==> src/rtl/serial_subtractor.sv <==
// rtl/serial_subtractor.sv - bit-serial a - b - bin subtractor, LSB first, one bit per clock
// Start/busy/done handshake; diff and bout only change on the final RUN edge.
module serial_subtractor #(
  parameter int WIDTH = 4
) (
  input  logic             clk,
  input  logic             rst,
  input  logic             start,
  input  logic [WIDTH-1:0] a,
  input  logic [WIDTH-1:0] b,
  input  logic             bin,
  output logic             busy,
  output logic             done,
  output logic [WIDTH-1:0] diff,
  output logic             bout
);

  localparam int CW = (WIDTH > 1) ? $clog2(WIDTH) : 1;

  typedef enum logic [1:0] {IDLE, RUN, DONE} state_t;

  state_t           state, state_next;
  logic [WIDTH-1:0] ra, rb, wd;
  logic             brw;
  logic [CW-1:0]    cnt;
  logic             d, brw_next, last;

  // One full-subtractor cell, fed from the bottom of the operand shift registers.
  assign d        = ra[0] ^ rb[0] ^ brw;
  assign brw_next = (~ra[0] & rb[0]) | (~(ra[0] ^ rb[0]) & brw);
  assign last     = (cnt == CW'(WIDTH - 1));

  assign busy = (state != IDLE);
  assign done = (state == DONE);

  always_ff @(posedge clk) begin
    if (rst) state <= IDLE;
    else     state <= state_next;
  end

  always_comb begin
    state_next = state;
    case (state)
      IDLE:    if (start) state_next = RUN;
      RUN:     if (last)  state_next = DONE;
      DONE:    state_next = IDLE;
      default: state_next = IDLE;
    endcase
  end

  always_ff @(posedge clk) begin
    if (rst) begin
      ra   <= '0;
      rb   <= '0;
      brw  <= 1'b0;
      wd   <= '0;
      cnt  <= '0;
      diff <= '0;
      bout <= 1'b0;
    end else begin
      case (state)
        IDLE: begin
          if (start) begin
            ra  <= a;
            rb  <= b;
            brw <= bin;
            wd  <= '0;
            cnt <= '0;
          end
        end
        RUN: begin
          ra  <= ra >> 1;
          rb  <= rb >> 1;
          brw <= brw_next;
          wd  <= {d, wd[WIDTH-1:1]};
          cnt <= cnt + 1'b1;
          // Publish the result including the bit being processed on this edge.
          if (last) begin
            diff <= {d, wd[WIDTH-1:1]};
            bout <= brw_next;
          end
        end
        default: ;
      endcase
    end
  end

endmodule

==> config.mk <==
export PLATFORM = sky130hd
export DESIGN_NAME = serial_subtractor
export DESIGN_NICKNAME = d
export VERILOG_FILES = /design/src/rtl/serial_subtractor.sv
export SDC_FILE = /design/constraint.sdc
export NUM_CORES = 1
export LEC_CHECK = 0
export ABC_CLOCK_PERIOD_IN_PS = 1900
export BUFFER_PORTS_ARGS = -buffer_cell sky130_fd_sc_hd__buf_2
export CAP_MARGIN = 10
export CORE_ASPECT_RATIO = 0.7
export CORE_MARGIN = 3
export CORE_UTILIZATION = 45
export DETAILED_ROUTE_END_ITERATION = 8
export PLACE_DENSITY = 0.73
export SLEW_MARGIN = 10
export SYNTH_ARGS = -nofsm -noshare
export SYNTH_HDL_FRONTEND = slang
export SYNTH_SLANG_ARGS = --single-unit
==> constraint.sdc <==
create_clock -name clk -period 1.9 [get_ports clk]
set_clock_uncertainty 0.2 [all_clocks]
set_input_delay 0.095 -clock clk [delete_from_list [all_inputs] [get_ports clk]]
set_output_delay 0.095 -clock clk [all_outputs]
set_load 0.1 [all_outputs]
==> impl_metrics.py, run 1 <==
metrics = {
    "worst_hold_path": {
        "hold_start": "diff[3]",
        "holdPathStages": 2,
        "min_to": "diff[3]",
        "hold_path_class": "register to register",
    },
    "sta": {
        "rsz0062_at_grt": "no",
        "tns_ns": 0,
        "drv_slew": 0,
        "post-route-period-util_pct": 89.6,
        "fin_crit_ns": 1.70,
        "slew_headroom_pct": 66.6,
        "finalSetupViolCount": 0,
        "hold_viol": 0,
        "tightest_slew_ns": 0.500,
        "fmax_ghz": 0.587,
    },
    "critical_path": {
        "cp_cell_sequence": "nor2b_2 > buf_2",
        "end_kind": "output pin",
        "cpMaxStageDelayCell": "dfxtp_2",
        "r2r-end": "bout",
        "critPathKind": "register to output pin",
        "r2r_slack_ns": 0.28,
        "regToRegStartpoint": "state[0]",
        "crit_path_start_kind": "register",
        "ff2ff_path_depth": 3,
        "arrival_ns": 1.41,
        "crit_buf_inv": 1,
        "crit_family": "flip-flops",
        "critical-path-max-stage-delay_ns": 0.50,
        "required_ns": 1.60,
        "cp_max_fo": 15,
    },
    "floorplan": {
        "die_area_um2": 2670,
        "die_height_um": 44.1,
        "die_w_um": 60.4,
        "start_util_pct": 49.0,
        "std_cell_rows": 13,
        "coreArea_um2": 1900,
        "floorplan.io_pins": 19,
    },
    "power": {
        "p_int_uw": 612,
        "irDropWorstVdd_v": 0.000706,
        "power_density_nw_per_um2": 746,
        "p_clk_share_pct": 26.0,
        "p_leak_uw": 0.000477,
        "swShare_pct": 27.7,
        "power.share.sequential_pct": 56.9,
        "p_sw_uw": 235,
        "power_frac_comb_pct": 17.2,
    },
    "drt": {
        "postRouteAntennaNets": 0,
        "first_iter_violations": 27,
        "routedWlPerCell_um": 13.1,
        "drtPass1Iterations": 4,
        "via_count": 808,
        "drc": 0,
        "drt_wl_total_um": 1960,
        "via_per_inst": 5.39,
    },
    "logic_synthesis": {
        "syn_avg_cell_area_um2": 9.06,
        "synthMuxAreaShare_pct": 1.07,
        "synth_top_family_by_area": "compound AO/OA/AOI/OAI gates",
        "syn_inst": 103,
        "synth_area_um2": 933,
        "synth-compound-area-share_pct": 23.9,
        "synth_xor_area_share_pct": 0,
        "ys_ff_latch": 21,
        "synth_cell_types": 27,
        "ys_seq_area_share_pct": 45.0,
        "yosys.area_share.simple_pct": 16.6,
        "syn-num-nets": 117,
        "ys_warn_count": 0,
        "synthAdderAreaFrac_pct": 3.49,
    },
    "grt": {
        "grt_max_degree": 22,
        "antenna_found_initial": 0,
        "grt.total_usage_pct": 16.2,
        "grt_pass1_vias": 714,
        "grt.overflow.total": 0,
        "grt_first_pass_wirelength_um": 3170,
    },
    "cts": {
        "clock_latency_ns": 0.31,
        "clockBufferDepth": 2,
        "clkSlewWorstSetupHoldPaths_ns": 0.11,
        "cts_tree": "yes",
        "clock-sinks": 21,
        "htree_levels": 1,
        "root_buffer": "clkbuf_4",
        "cts_made_buffers": 3,
    },
    "cells_and_area": {
        "layout-drive-gt1-share_pct": 24.2,
        "fin_util_pct": 59.7,
        "n_antenna_cell": 0,
        "area_growth_pct": 21.7,
        "final_cell_mix": "20 x dfxtp_1, 18 x buf_2, 13 x a21oi_1",
        "nets": 143,
        "n_fill_cell": 175,
        "final_common_cell": "dfxtp_1",
    },
    "place": {
        "gp_congestion": 0.720,
        "io_buffers": 18,
        "dp_hpwl_um": 1280,
    },
    "outcome": {
        "outcome": "finished, final reports clean",
    },
    "job": {
        "drv_cap": 0,
    },
}
==> logic make-up after synthesis <==
kind of cell	count (synthesis)
AO/OA/AOI/OAI	31
adder cells (fa/ha/maj)	2
buffers and inverters	18
flip-flops	21
multiplexers	1
AND/OR/NAND/NOR	30
==> worst min-delay path, stage by stage (launching register included) <==
cell and delay (ns):
dfxtp_1 0.32, nand2_1 0.05, a21oi_1 0.05
==> power groups by stage <==
stage | clock network (uW) | logic, uW | registers (uW)
global route | 245 | 162 | 485
CTS | 229 | 146 | 481
global placement | 0 | 123 | 490
finish | 220 | 145 | 482
floorplan | 0 | 110 | 485
detailed placement | 0 | 125 | 492
==> repair_timing <==
item                                   4_1_cts  5_1_grt
setup endpoints to repair                    0        2
hold buffers                                11        0
resized for setup                            0        1
endpoints found under the hold margin       20        0
setup buffers                                0        0
==> synth_stat cells <==
cell       n  share of area, %
dfxtp_1   21                45
a21oi_1   13               7.0
nor2_1    12               4.8
inv_1     10               4.0
a22oi_1    6               4.8
nand2_1    5               2.0
nand3_1    4               2.1
o221a_2    4               4.8
o21ai_0    3               1.6
a221o_1    2               2.1
buf_2      2               1.1
buf_4      2               1.6
buf_6      2               2.4
nor2b_1    2               1.3
nor3b_1    2               1.6
or3b_2     2               1.9
a311oi_2   1               1.6
buf_1      1              0.40
clkbuf_1   1              0.40
fa_1       1               2.1
ha_1       1               1.3
mux2i_1    1               1.1
nand3b_1   1              0.80
nor2b_4    1               1.5
nor3_1     1              0.54
o21bai_1   1              0.80
o311a_1    1               1.1
==> through the flow <==
step                      cells  area, um2  hold WS, ns  total power (uW)  setup slack, ns
after global placement      135        998        0.136               613            0.394
after global routing        150       1140        0.298               892            0.104
after floorplan             103        936       0.0433               594            0.188
after detailed placement    135        998        0.142               617            0.325
after CTS                   150       1130        0.267               856          0.00964
final                       150       1140        0.261               847            0.197
==> how the worst max path moves through the flow <==
stage	to	start	depth (start not counted)	slack, ns
floorplan	done	state[1]	2	0.19
global placement	done	state[1]	2	0.39
detailed placement	bout	state[0]	3	0.33
CTS	done	state[1]	2	0.01
global route	busy	state[0]	3	0.10
finish	done	state[1]	2	0.20
==> per-layer routing <==
layer	part of all wire, %	GRT usage [%]	vias to the layer above
met5	0	0	-
met2	45	25.2	25
met1	47	20.5	371
met4	1.8	7.79	0
met3	6.7	5.25	4
li1	-	-	408
==> flip-flops by register name, indices dropped and copies added, names as in the netlist <==
| signal | flops |
|---|---|
| ra | 4 |
| wd | 3 |
| brw | 1 |
| cnt | 2 |
| bout | 1 |
| state | 2 |
| rb | 4 |
| diff | 4 |
==> area by class of cell <==
| type | count | area [um2] | area share, % |
|---|---|---|---|
| multi-input cells | 64 | 423 | 37.2 |
| flip-flops and latches | 21 | 422 | 37.1 |
| repair buffers | 29 | 200 | 17.6 |
| inverters | 10 | 37.5 | 3.30 |
| well taps | 22 | 27.5 | 2.42 |
| clock buffers | 4 | 26.3 | 2.31 |
Note: power is estimated with default switching activity, not from simulation.
==> run 2: changes to the inputs <==
==> constraint.sdc (replaced) <==
create_clock -name clk -period 1.9 [get_ports clk]
set_clock_uncertainty 0.2 [all_clocks]
set_input_delay 0.19 -clock clk [delete_from_list [all_inputs] [get_ports clk]]
set_output_delay 0.19 -clock clk [all_outputs]
set_load 0.1 [all_outputs]
==> run 2 against run 1 <==
  * Sequential power barely moved
  * Worst hold slack got worse by 0.20 ns
  * First-iteration DRC count did not move
  * Combinational power fell by 5%
  * Sequential cell count did not move
  * Register-to-register slack barely moved
  * Clock-buffer cell count fell by 1
  * Non-clock buffer count fell by 5
  * Largest power group unchanged
  * Die area did not move
==> impl_metrics.py, run 2 (synthesized netlist as in run 1, its figures left out) <==
metrics = {
    "outcome": {
        "outcome": "finished, final reports clean",
    },
    "sta": {
        "slew_headroom_pct": 64.9,
        "post-route-period-util_pct": 93.1,
        "rsz0062_at_grt": "no",
        "tns_ns": 0,
        "hold_slack_ns": 0.0652,
        "finalSetupViolCount": 0,
        "drv_slew": 0,
        "tightest_slew_ns": 0.526,
        "fin_crit_ns": 1.77,
        "hold_viol": 0,
        "fmax_ghz": 0.565,
    },
    "cells_and_area": {
        "final_cell_mix": "20 x dfxtp_1, 17 x buf_2, 13 x a21oi_1",
        "n_fill_cell": 177,
        "regArea_um2": 422,
        "reg.largest.list": "diff (4), ra (4), rb (4)",
        "nets": 138,
        "multi_input_area_um2": 423,
        "final_common_cell": "dfxtp_1",
        "n_antenna_cell": 0,
        "layout-drive-gt1-share_pct": 26.0,
        "area_growth_pct": 18.4,
        "fin_util_pct": 58.1,
        "fin_area_um2": 1100,
    },
    "drt": {
        "drt_wl_total_um": 1840,
        "via_count": 754,
        "drtPass1Iterations": 4,
        "via_per_inst": 5.20,
        "drc": 0,
        "routedWlPerCell_um": 12.7,
        "postRouteAntennaNets": 0,
        "first_iter_violations": 27,
    },
    "floorplan": {
        "die_w_um": 60.4,
        "floorplan.io_pins": 19,
        "die_height_um": 44.1,
        "start_util_pct": 49.0,
        "coreArea_um2": 1900,
        "std_cell_rows": 13,
        "die_area_um2": 2670,
    },
    "cts": {
        "clock-sinks": 21,
        "clkSlewWorstSetupHoldPaths_ns": 0.12,
        "postCtsSetupRepairBufs": 0,
        "cts_tree": "yes",
        "htree_levels": 1,
        "cts_made_buffers": 3,
        "clockBufferDepth": 2,
        "clock_latency_ns": 0.30,
        "root_buffer": "clkbuf_4",
    },
    "worst_hold_path": {
        "hold_path_class": "primary input to register",
    },
    "critical_path": {
        "crit_path_end": "busy",
        "r2r-end": "bout",
        "arrival_ns": 1.38,
        "critPathKind": "register to output pin",
        "ff2ff_path_depth": 3,
        "critical-path-max-stage-delay_ns": 0.51,
        "end_kind": "output pin",
        "r2r_slack_ns": 0.27,
        "required_ns": 1.51,
        "cpMaxStageDelayCell": "dfxtp_1",
        "regToRegStartpoint": "state[0]",
        "crit_path_start_kind": "register",
        "cp_max_fo": 9,
        "cp_cell_sequence": "nor2_1 > inv_1 > buf_2",
        "critPathLaunch": "state[0]",
    },
    "job": {
        "drv_cap": 0,
    },
    "grt": {
        "grt_pass1_vias": 667,
        "grt_max_degree": 22,
        "grt.overflow.total": 0,
        "antenna_found_initial": 0,
        "grt_first_pass_wirelength_um": 2940,
        "grt.total_usage_pct": 14.6,
    },
    "power": {
        "irDropWorstVdd_v": 0.000624,
        "p_leak_uw": 0.000458,
        "power_density_nw_per_um2": 758,
    },
    "place": {
        "dp_hpwl_um": 1310,
        "gp_congestion": 0.767,
        "io_buffers": 18,
        "placed_area_um2": 1010,
    },
}
-- run 2: cell count changes in the layout (fill, tap and decap cells not counted), sizes merged --
cell	previous run	this run
clkbuf	4	3
dlygate4sd3	11	6
clkinvlp	0	1
-- run 2: report_power, final --
group	switching, uW	internal, uW
registers	17.7	464
clock network	138	80.2
logic	78.1	59.9
total	234	604
-- run 2: worst max-delay path: cells and delay by family (launching register included) --
kind,cells,cell delay [ns]
AND/OR/NAND/NOR,1,0.09
flip-flops,1,0.51
buffers and inverters,2,0.47
-- run 2: layout make-up --
cell class,instances,share of cell area (%)
multi-input cells,64,38.3
flip-flops and latches,21,38.2
clock buffers,3,2.04
well taps,22,2.49
inverters,10,3.40
repair buffers,24,14.9
clock inverters,1,0.680
-- run 2: routing by layer --
metal	vias to the layer above	global-route usage, %	share of wire, %
met5	-	0	0
met4	0	3.46	0.33
met3	2	6.41	5.9
met2	17	20.9	43
met1	338	20.4	51
li1	397	-	-
-- run 2: worst min-delay path by stage --
stage | start | endpoint | slack [ns] | cells past startpoint
after global placement | a[3] | ra[3] | 0.23 | 3
after detailed placement | a[3] | ra[3] | 0.24 | 3
after floorplan | a[3] | ra[3] | 0.14 | 2
after CTS | rst | ra[3] | 0.05 | 2
final | rst | rb[3] | 0.07 | 2
after global routing | rst | rb[3] | 0.06 | 2
-- run 2: what timing repair did --
| item | CTS | global route |
|---|---|---|
| endpoints found under the hold margin | 6 | 0 |
| hold buffers | 6 | 0 |
| resized for setup | 1 | 0 |
| setup endpoints to repair | 1 | 0 |
-- run 2: stage by stage --
step	power [uW]	cells	setup WS (ns)
2_1_floorplan	594	103	0.0928
6_report	838	145	0.131
3_3_place_gp	615	135	0.337
4_1_cts	848	145	0.116
5_1_grt	889	145	0.0190
3_5_place_dp	619	135	0.307
